`src/rtl/add_share_sched.sv`:
```
// Round-robin front end sharing one two-stage pipelined adder between NUM_REQ requesters.
// S1 captures the granted operand pair; S2 holds the registered sum that drives the result port.
module add_share_sched #(
    parameter int NUM_REQ = 4,
    parameter int WIDTH   = 8,
    parameter int ID_W    = $clog2(NUM_REQ)
) (
    input  logic                            clk,
    input  logic                            rst,
    input  logic [NUM_REQ-1:0]              IN_reqValid,
    output logic [NUM_REQ-1:0]              OUT_reqReady,
    input  logic [NUM_REQ-1:0][WIDTH-1:0]   IN_reqA,
    input  logic [NUM_REQ-1:0][WIDTH-1:0]   IN_reqB,
    output logic                            OUT_resValid,
    input  logic                            IN_resReady,
    output logic [WIDTH-1:0]                OUT_resSum,
    output logic                            OUT_resCarry,
    output logic [ID_W-1:0]                 OUT_resId,
    output logic                            OUT_busy
);

    // Handshake: a requester transfers on IN_reqValid[i] & OUT_reqReady[i]; a result
    // leaves on OUT_resValid & IN_resReady. Valid never depends on the matching ready.

    logic             v1_q, v1_d;
    logic [WIDTH-1:0] a1_q, a1_d, b1_q, b1_d;
    logic [ID_W-1:0]  id1_q, id1_d;

    logic             v2_q, v2_d;
    logic [WIDTH-1:0] sum2_q, sum2_d;
    logic             carry2_q, carry2_d;
    logic [ID_W-1:0]  id2_q, id2_d;

    logic [ID_W-1:0]  ptr_q, ptr_d;

    logic             s2_free, s1_free, s1_to_s2;
    logic             found, grant_vld;
    logic [ID_W-1:0]  grant_id, idx;
    logic [WIDTH:0]   sum_full;

    assign s2_free  = !v2_q || IN_resReady;
    assign s1_free  = !v1_q || s2_free;
    assign s1_to_s2 = v1_q && s2_free;
    assign sum_full = {1'b0, a1_q} + {1'b0, b1_q};

    // First valid requester at or above the pointer, wrapping modulo NUM_REQ.
    always_comb begin
        found    = 1'b0;
        grant_id = '0;
        idx      = '0;
        for (int k = 0; k < NUM_REQ; k++) begin
            idx = ID_W'((int'(ptr_q) + k) % NUM_REQ);
            if (!found && IN_reqValid[idx]) begin
                found    = 1'b1;
                grant_id = idx;
            end
        end
        grant_vld    = found && s1_free && !rst;
        OUT_reqReady = grant_vld ? (NUM_REQ'(1) << grant_id) : '0;
    end

    always_comb begin
        ptr_d    = ptr_q;
        v1_d     = v1_q;
        a1_d     = a1_q;
        b1_d     = b1_q;
        id1_d    = id1_q;
        v2_d     = v2_q;
        sum2_d   = sum2_q;
        carry2_d = carry2_q;
        id2_d    = id2_q;

        if (s1_to_s2) begin
            v2_d     = 1'b1;
            sum2_d   = sum_full[WIDTH-1:0];
            carry2_d = sum_full[WIDTH];
            id2_d    = id1_q;
        end else if (v2_q && IN_resReady) begin
            v2_d = 1'b0;
        end

        if (grant_vld) begin
            v1_d  = 1'b1;
            a1_d  = IN_reqA[grant_id];
            b1_d  = IN_reqB[grant_id];
            id1_d = grant_id;
            if (int'(grant_id) == NUM_REQ - 1) begin
                ptr_d = '0;
            end else begin
                ptr_d = grant_id + ID_W'(1);
            end
        end else if (s1_to_s2) begin
            v1_d = 1'b0;
        end
    end

    always_ff @(posedge clk or posedge rst) begin
        if (rst) begin
            ptr_q    <= '0;
            v1_q     <= 1'b0;
            a1_q     <= '0;
            b1_q     <= '0;
            id1_q    <= '0;
            v2_q     <= 1'b0;
            sum2_q   <= '0;
            carry2_q <= 1'b0;
            id2_q    <= '0;
        end else begin
            ptr_q    <= ptr_d;
            v1_q     <= v1_d;
            a1_q     <= a1_d;
            b1_q     <= b1_d;
            id1_q    <= id1_d;
            v2_q     <= v2_d;
            sum2_q   <= sum2_d;
            carry2_q <= carry2_d;
            id2_q    <= id2_d;
        end
    end

    assign OUT_resValid = v2_q;
    assign OUT_resSum   = sum2_q;
    assign OUT_resCarry = carry2_q;
    assign OUT_resId    = id2_q;
    assign OUT_busy     = v1_q || v2_q;

endmodule

```
`config.mk`:
```
export PLATFORM = sky130hd
export DESIGN_NAME = add_share_sched
export DESIGN_NICKNAME = d
export VERILOG_FILES = /design/src/rtl/add_share_sched.sv
export SDC_FILE = /design/constraint.sdc
export NUM_CORES = 1
export LEC_CHECK = 0
export ABC_AREA = 1
export CAP_MARGIN = 0
export CORE_AREA = 10 10 91 93
export CTS_CLUSTER_DIAMETER = 80
export DETAILED_ROUTE_END_ITERATION = 8
export DIE_AREA = 0 0 101 103
export DONT_BUFFER_PORTS = 1
export PLACE_DENSITY_LB_ADDON = 0.25
export REMOVE_ABC_BUFFERS = 1
export SLEW_MARGIN = 30
export SYNTH_ARGS = -nofsm -noshare
export SYNTH_HDL_FRONTEND = slang
export SYNTH_SLANG_ARGS = --single-unit
```
`constraint.sdc`:
```
create_clock -name clk -period 5.3 [get_ports clk]
set_clock_uncertainty 0.2 [all_clocks]
set_input_delay 1.06 -clock clk [delete_from_list [all_inputs] [get_ports clk]]
set_output_delay 1.06 -clock clk [all_outputs]
set_load 0.02 [all_outputs]
```
==> results of run 1 <==
==> per-layer routing <==
| metal | share of wire (%) | wire [um] |
|---|---|---|
| met1 | 48 | 2889 |
| met5 | 0 | 0 |
| met2 | 45 | 2735 |
| met4 | 1.1 | 68 |
| met3 | 5.8 | 352 |
==> registers in the layout, indices dropped and copies added, names as in the netlist, 2 cells and up <==
signal,count
OUT_resSum,8
OUT_resId,2
id1_q,2
b1_q,8
ptr_q,2
a1_q,8
==> final timing paths <==
path,from,to,slack [ns],depth (start not counted)
min in group asynchronous,rst,v1_q$_DFFE_PP0P_,0.57,2
hold reg to reg,b1_q[7]$_DFFE_PP0P_,b1_q[7]$_DFFE_PP0P_,0.28,2
setup reg to reg,ptr_q[0]$_DFFE_PP0P_,a1_q[4]$_DFFE_PP0P_,2.54,14
hold / removal,b1_q[7]$_DFFE_PP0P_,b1_q[7]$_DFFE_PP0P_,0.28,2
setup / recovery,ptr_q[0]$_DFFE_PP0P_,OUT_reqReady[3],1.25,10
max in group asynchronous,rst,b1_q[4]$_DFFE_PP0P_,4.03,2
==> worst max-delay path, stage by stage, from the launching register on <==
cell and delay (ns):
dfrtp_1 0.61, inv_2 0.18, nand2_1 0.13, nand3_1 0.08, nand2_1 0.10, a21oi_1 0.09
nand2_2 0.43, nand2_4 0.32, nor2_4 0.21, inv_2 0.04, nor2_1 0.31
==> metrics by stage <==
stage          worst slack [ns]  total power, mW  utilization (%)  instance area, um2  hold slack (ns)
4_1_cts                   1.207            2.188            39.50                2595           0.2882
3_3_place_gp              1.281            1.971            38.29                2515           0.2717
2_1_floorplan             1.091            1.670                -                2392           0.2528
6_report                  1.249            2.145            39.50                2595           0.2792
3_5_place_dp              1.220            1.995            38.29                2515           0.2701
5_1_grt                  0.9377            2.452            39.50                2595           0.3009
==> power by group through the flow <==
stage | sequential [mW] | combinational (mW) | clock (mW)
floorplan | 0.504 | 1.17 | 0
global placement | 0.534 | 1.44 | 0
detailed placement | 0.536 | 1.46 | 0
CTS | 0.534 | 1.47 | 0.186
global route | 0.549 | 1.71 | 0.193
finish | 0.528 | 1.44 | 0.177
==> area by class of cell <==
| class | instances | area [um2] | area share [%] |
|---|---|---|---|
| tap | 80 | 100.1 | 3.857 |
| multi-input combinational | 322 | 1480 | 57.04 |
| clock buffer | 8 | 80.08 | 3.086 |
| timing repair buffer | 3 | 22.52 | 0.8679 |
| inverter | 23 | 86.33 | 3.327 |
| sequential | 33 | 825.8 | 31.82 |
==> cell usage in the layout, fill, tap and decap left out <==
cell type  count
a31oi_1        1
inv_1         18
nor2_1        10
fa_1           1
nand3_1       40
ha_1           8
nand2_2        6
nand4_1        1
nor2_2         3
or2_2          2
xnor2_1        2
a21oi_1        8
clkbuf_8       5
inv_2          5
o21ai_1        2
nand2_4        2
nor2_4         2
clkbuf_1       3
a21boi_1       1
nand3_2        3
buf_4          3
nand3b_1       1
xor2_1         1
o21ai_0        9
nand2_1      217
dfrtp_1       33
o211ai_1       2
==> kinds of logic (layout without fill, tap and decap cells) <==
family,after synthesis,after routing,share of synthesized area (%)
and+or+nand+nor,287,287,48.11
buffers and inverters,40,34,8.308
DFF,33,33,32.84
AOI/OAI and AO/OA,23,23,4.925
adders and majority gates,9,9,4.776
xor gates and xnor gates,3,3,1.045
==> results.json, run 1 <==
{
  "n_antenna_cell": 0,
  "fp.dieH_um": 103,
  "syn_area_mm2": 0.002515,
  "max_slew_margin_pct": 61.99,
  "cts_max_level": 2,
  "areaGrowthSynthToFinish_pct": 3.184,
  "cts_sinks": 33,
  "power_frac_comb_pct": 67.1,
  "grt-ovfl-total": 0,
  "synth.most_common_cell": "nand2_1",
  "drt_iter0_markers": 59,
  "syn_area_per_cell_um2": 6.367,
  "synth_edf_count": 0,
  "yosysTopAreaCellShare_pct": 32.84,
  "cts_tree": "built",
  "ys_warn_count": 0,
  "vias": 2236,
  "grt_pass1_wl_um": 10050,
  "wl_per_cell_um": 12.89,
  "finalHoldViolCount": 0,
  "ys_top_cells_by_count": "217 x nand2_1, 40 x nand3_1, 33 x dfrtp_1",
  "yosys-top-cells-area": "dfrtp_1 33%, nand2_1 32%, nand3_1 8.0%, ha_1 4.0%, inv_1 2.7%",
  "layout_min_cycle_time_ns": 4.051,
  "ctsHoldBuffers": 0,
  "place.port_buffers": 0,
  "grtUsageMet3_pct": 3.284,
  "fin_nets": 468,
  "drive_above_1_share_pct": 7.969,
  "ys_ff_latch": 33,
  "grt_max_degree": 36,
  "cts_resized": 0,
  "synthCells": 395,
  "cap_violations": 0,
  "period_share_pct": 76.44,
  "cts_root_buf": "clkbuf_8",
  "synth_ff_type": "dfrtp_1",
  "finalSetupTns_ns": 0,
  "detail_route.wirelength_um": 6047,
  "post-place-cells": 461,
  "critPathRequiredTime_ns": 4.04,
  "power_frac_clock_pct": 8.2,
  "p_per_area_mw_per_mm2": 826.6,
  "clock_path_buffers": 2,
  "intPower_mw": 0.9441,
  "first_global_vias": 2241,
  "drc": 0,
  "switching_share_pct": 55.99,
  "grt_use_met1_pct": 15.20,
  "pin_count": 88,
  "antenna_found_initial": 0,
  "via_per_inst": 4.768,
  "fmax_ghz": 0.2468,
  "first_pass_iters": 4,
  "finalSetupViolCount": 0,
  "die-area_mm2": 0.01040,
  "crit_fanout": 35,
  "initial_utilization_pct": 38.29,
  "outcome": "completed",
  "cp-start-kind": "register",
  "p_leak_nw": 1.493,
  "use_met2_pct": 18.33,
  "seqPwrFrac_pct": 24.6,
  "grt_use_total_pct": 11.71,
  "clock_latency_ns": 0.28,
  "cts_made_buffers": 5,
  "worstMarginPinSlew_ns": 0.5682,
  "die_w_um": 101,
  "fillers": 712,
  "synth_area_leader_cell": "dfrtp_1",
  "critPathCaptureType": "output port",
  "cts.clk_slew.worst_paths_ns": 0.07,
  "switching_power_mw": 1.201,
  "synthArstFlopShare_pct": 100.0,
  "row_count": 30,
  "holdCritPathClass": "reg2reg",
  "antenna_left": 0,
  "grt_busiest_layer": "met2",
  "yosysSeqAreaShare_pct": 32.84,
  "dp.final_hpwl_um": 4856,
  "crit_type": "reg2out",
  "final_cells": 469,
  "postCtsSetupBuffers": 0,
  "ir_drop_mv": 0.4514,
  "crit_arrival_ns": 2.79,
  "rsz0062_at_grt": "false",
  "gp_congestion": 0.7619,
  "synth.distinct_cells": 28,
  "maxSlewViolCount": 0,
  "core_mm2": 0.006569
}
(Power assumes the default switching activity.)
==> inputs of run 2 (changes only) <==
- clock period: 5.3 -> 3.9 ns (I/O delays scaled with it)
==> results.json, run 2 (synthesis gave the netlist of run 1 again) <==
{
  "ctsHoldBuffers": 0,
  "crit_fanout": 33,
  "rsz0062_at_grt": "false",
  "fin_ws_ns": 0.4556,
  "die_w_um": 101,
  "r2r_cells": 16,
  "cts_sinks": 33,
  "ir_drop_mv": 0.9444,
  "drive_above_1_share_pct": 9.184,
  "gp_congestion": 0.8215,
  "critPathMostFrequentCell": "nand2_1",
  "core_mm2": 0.006569,
  "p_leak_nw": 1.518,
  "fin_util_pct": 40.06,
  "worstHoldEndpoint": "a1_q[2]$_DFFE_PP0P_",
  "max_slew_margin_pct": 70.57,
  "cp-start-kind": "register",
  "cts_resized": 0,
  "vias": 2279,
  "p_per_area_mw_per_mm2": 1139,
  "critPathRequiredTime_ns": 2.92,
  "cts.clk_slew.worst_paths_ns": 0.06,
  "critPathCaptureType": "output port",
  "crit_chain": "inv_2 -> nand2_1 -> nand2_2 -> nand2_1 -> nand2_1 -> nor2_4 -> nand3_2 -> nand2_4 -> nand2_4 -> nor2_4 -> inv_2 -> nor2_1 -> buf_4",
  "maxSlewViolCount": 0,
  "outcome": "completed",
  "worstMarginPinSlew_ns": 0.4404,
  "fin_nets": 472,
  "n_antenna_cell": 0,
  "antenna_left": 0,
  "grt-ovfl-total": 0,
  "drt_iter0_markers": 115,
  "areaGrowthSynthToFinish_pct": 4.627,
  "post-place-cells": 465,
  "path_buf_inv": 3,
  "fp.dieH_um": 103,
  "clock_path_buffers": 2,
  "finalSetupViolCount": 0,
  "multi_input_area_mm2": 0.001480,
  "cts_max_level": 2,
  "place.port_buffers": 0,
  "finalHoldViolCount": 0,
  "clock_latency_ns": 0.28,
  "finalPower_mw": 2.998,
  "cts_tree": "built",
  "first_pass_iters": 4,
  "r2r-start": "ptr_q[0]$_DFFE_PP0P_",
  "critPathSlowestCell": "dfrtp_1",
  "fmax_ghz": 0.2903,
  "dp_slack_ns": 0.7232,
  "pin_count": 88,
  "grt_use_total_pct": 11.93,
  "crit_type": "reg2out",
  "fillers": 694,
  "grt_max_degree": 34,
  "grt_pass1_wl_um": 10290,
  "cts_root_buf": "clkbuf_8",
  "regArea_um2": 825.8,
  "final_cells": 472,
  "postCtsSetupBuffers": 0,
  "rrSetupSlack_ns": 1.20,
  "first_global_vias": 2316,
  "cap_violations": 0,
  "layout_min_cycle_time_ns": 3.444,
  "layout_common_cells": "217 x nand2_1, 40 x nand3_1, 33 x dfrtp_1",
  "whs_path_depth": 2,
  "critical_path.top_delay_family": "simple AND/OR/NAND/NOR gates",
  "crit_arrival_ns": 2.46,
  "wl_per_cell_um": 13.24,
  "critical-path-max-stage-delay_ns": 0.60,
  "row_count": 30,
  "holdCritStartpoint": "a1_q[2]$_DFFE_PP0P_",
  "antenna_found_initial": 0,
  "dp.final_hpwl_um": 4952,
  "cts_made_buffers": 5,
  "finalSetupTns_ns": 0,
  "via_per_inst": 4.828,
  "period_share_pct": 88.32,
  "holdCritPathClass": "reg2reg",
  "die-area_mm2": 0.01040,
  "layout_commonest_cell": "nand2_1",
  "drc": 0,
  "initial_utilization_pct": 38.29,
  "reg2reg_to": "a1_q[0]$_DFFE_PP0P_",
  "detail_route.wirelength_um": 6249
}
## run 2: cell count changes in the layout (fill, tap and decap cells not counted)
cell / delta
buf_4: +4
clkbuf_1: -2
clkbuf_8: +1
## run 2: worst register-to-register path, cell delays in order, from the launching register on
cell and delay [ns]:
dfrtp_1 0.60, inv_2 0.17, nand2_1 0.11, nand2_2 0.09, nand2_1 0.08, nand2_2 0.06
a21oi_1 0.16, nand2_2 0.06, buf_4 0.25, nand2_4 0.15, buf_4 0.30, nand2_1 0.11
nand2_1 0.08, nand2_1 0.05, nand2_1 0.07, nand2_1 0.06, nand2_1 0.06
## run 2: layer usage
metal  up-vias  GRT usage [%]  part of all wire, %  wire (um)
met2        63          19.07                   45       2822
met3         4          3.954                  7.8        486
li1       1228              -                    -          -
met4         0          4.287                 0.94         59
met5         -              0                    0          0
met1       984          14.65                   46       2880
## run 2: worst max path at each step
stage | to | from | slack (ns) | cells after the start
final | OUT_reqReady[3] | ptr_q[0]$_DFFE_PP0P_ | 0.46 | 13
after global placement | OUT_reqReady[0] | IN_reqValid[3] | 0.75 | 11
after detailed placement | OUT_reqReady[3] | IN_reqValid[3] | 0.72 | 12
after CTS | OUT_reqReady[2] | ptr_q[0]$_DFFE_PP0P_ | 0.43 | 9
after floorplan | OUT_reqReady[2] | rst | 0.25 | 5
after global routing | OUT_reqReady[3] | ptr_q[0]$_DFFE_PP0P_ | 0.21 | 13
## run 2: area by class of cell
cell class / instances / area share [%]
Inverter: 23 / 3.281
Multi-Input combinational cell: 322 / 56.25
Tap cell: 80 / 3.804
Clock buffer: 7 / 3.281
Timing Repair Buffer: 7 / 1.997
Sequential cell: 33 / 31.38
## run 2: metrics by stage
stage	hold WS [ns]	area (um2)
2_1_floorplan	0.2528	2392
3_3_place_gp	0.2719	2545
5_1_grt	0.3124	2631
6_report	0.2868	2631
4_1_cts	0.2930	2631
3_5_place_dp	0.2727	2545
## run 2: power breakdown
| group | switching [mW] | leakage, nW | internal (mW) | total (mW) |
|---|---|---|---|---|
| Clock | 0.116 | 0.0443 | 0.140 | 0.256 |
| Combinational | 1.34 | 1.07 | 0.679 | 2.02 |
| Sequential | 0.207 | 0.407 | 0.515 | 0.721 |
| Total | 1.66 | 1.52 | 1.33 | 3.00 |
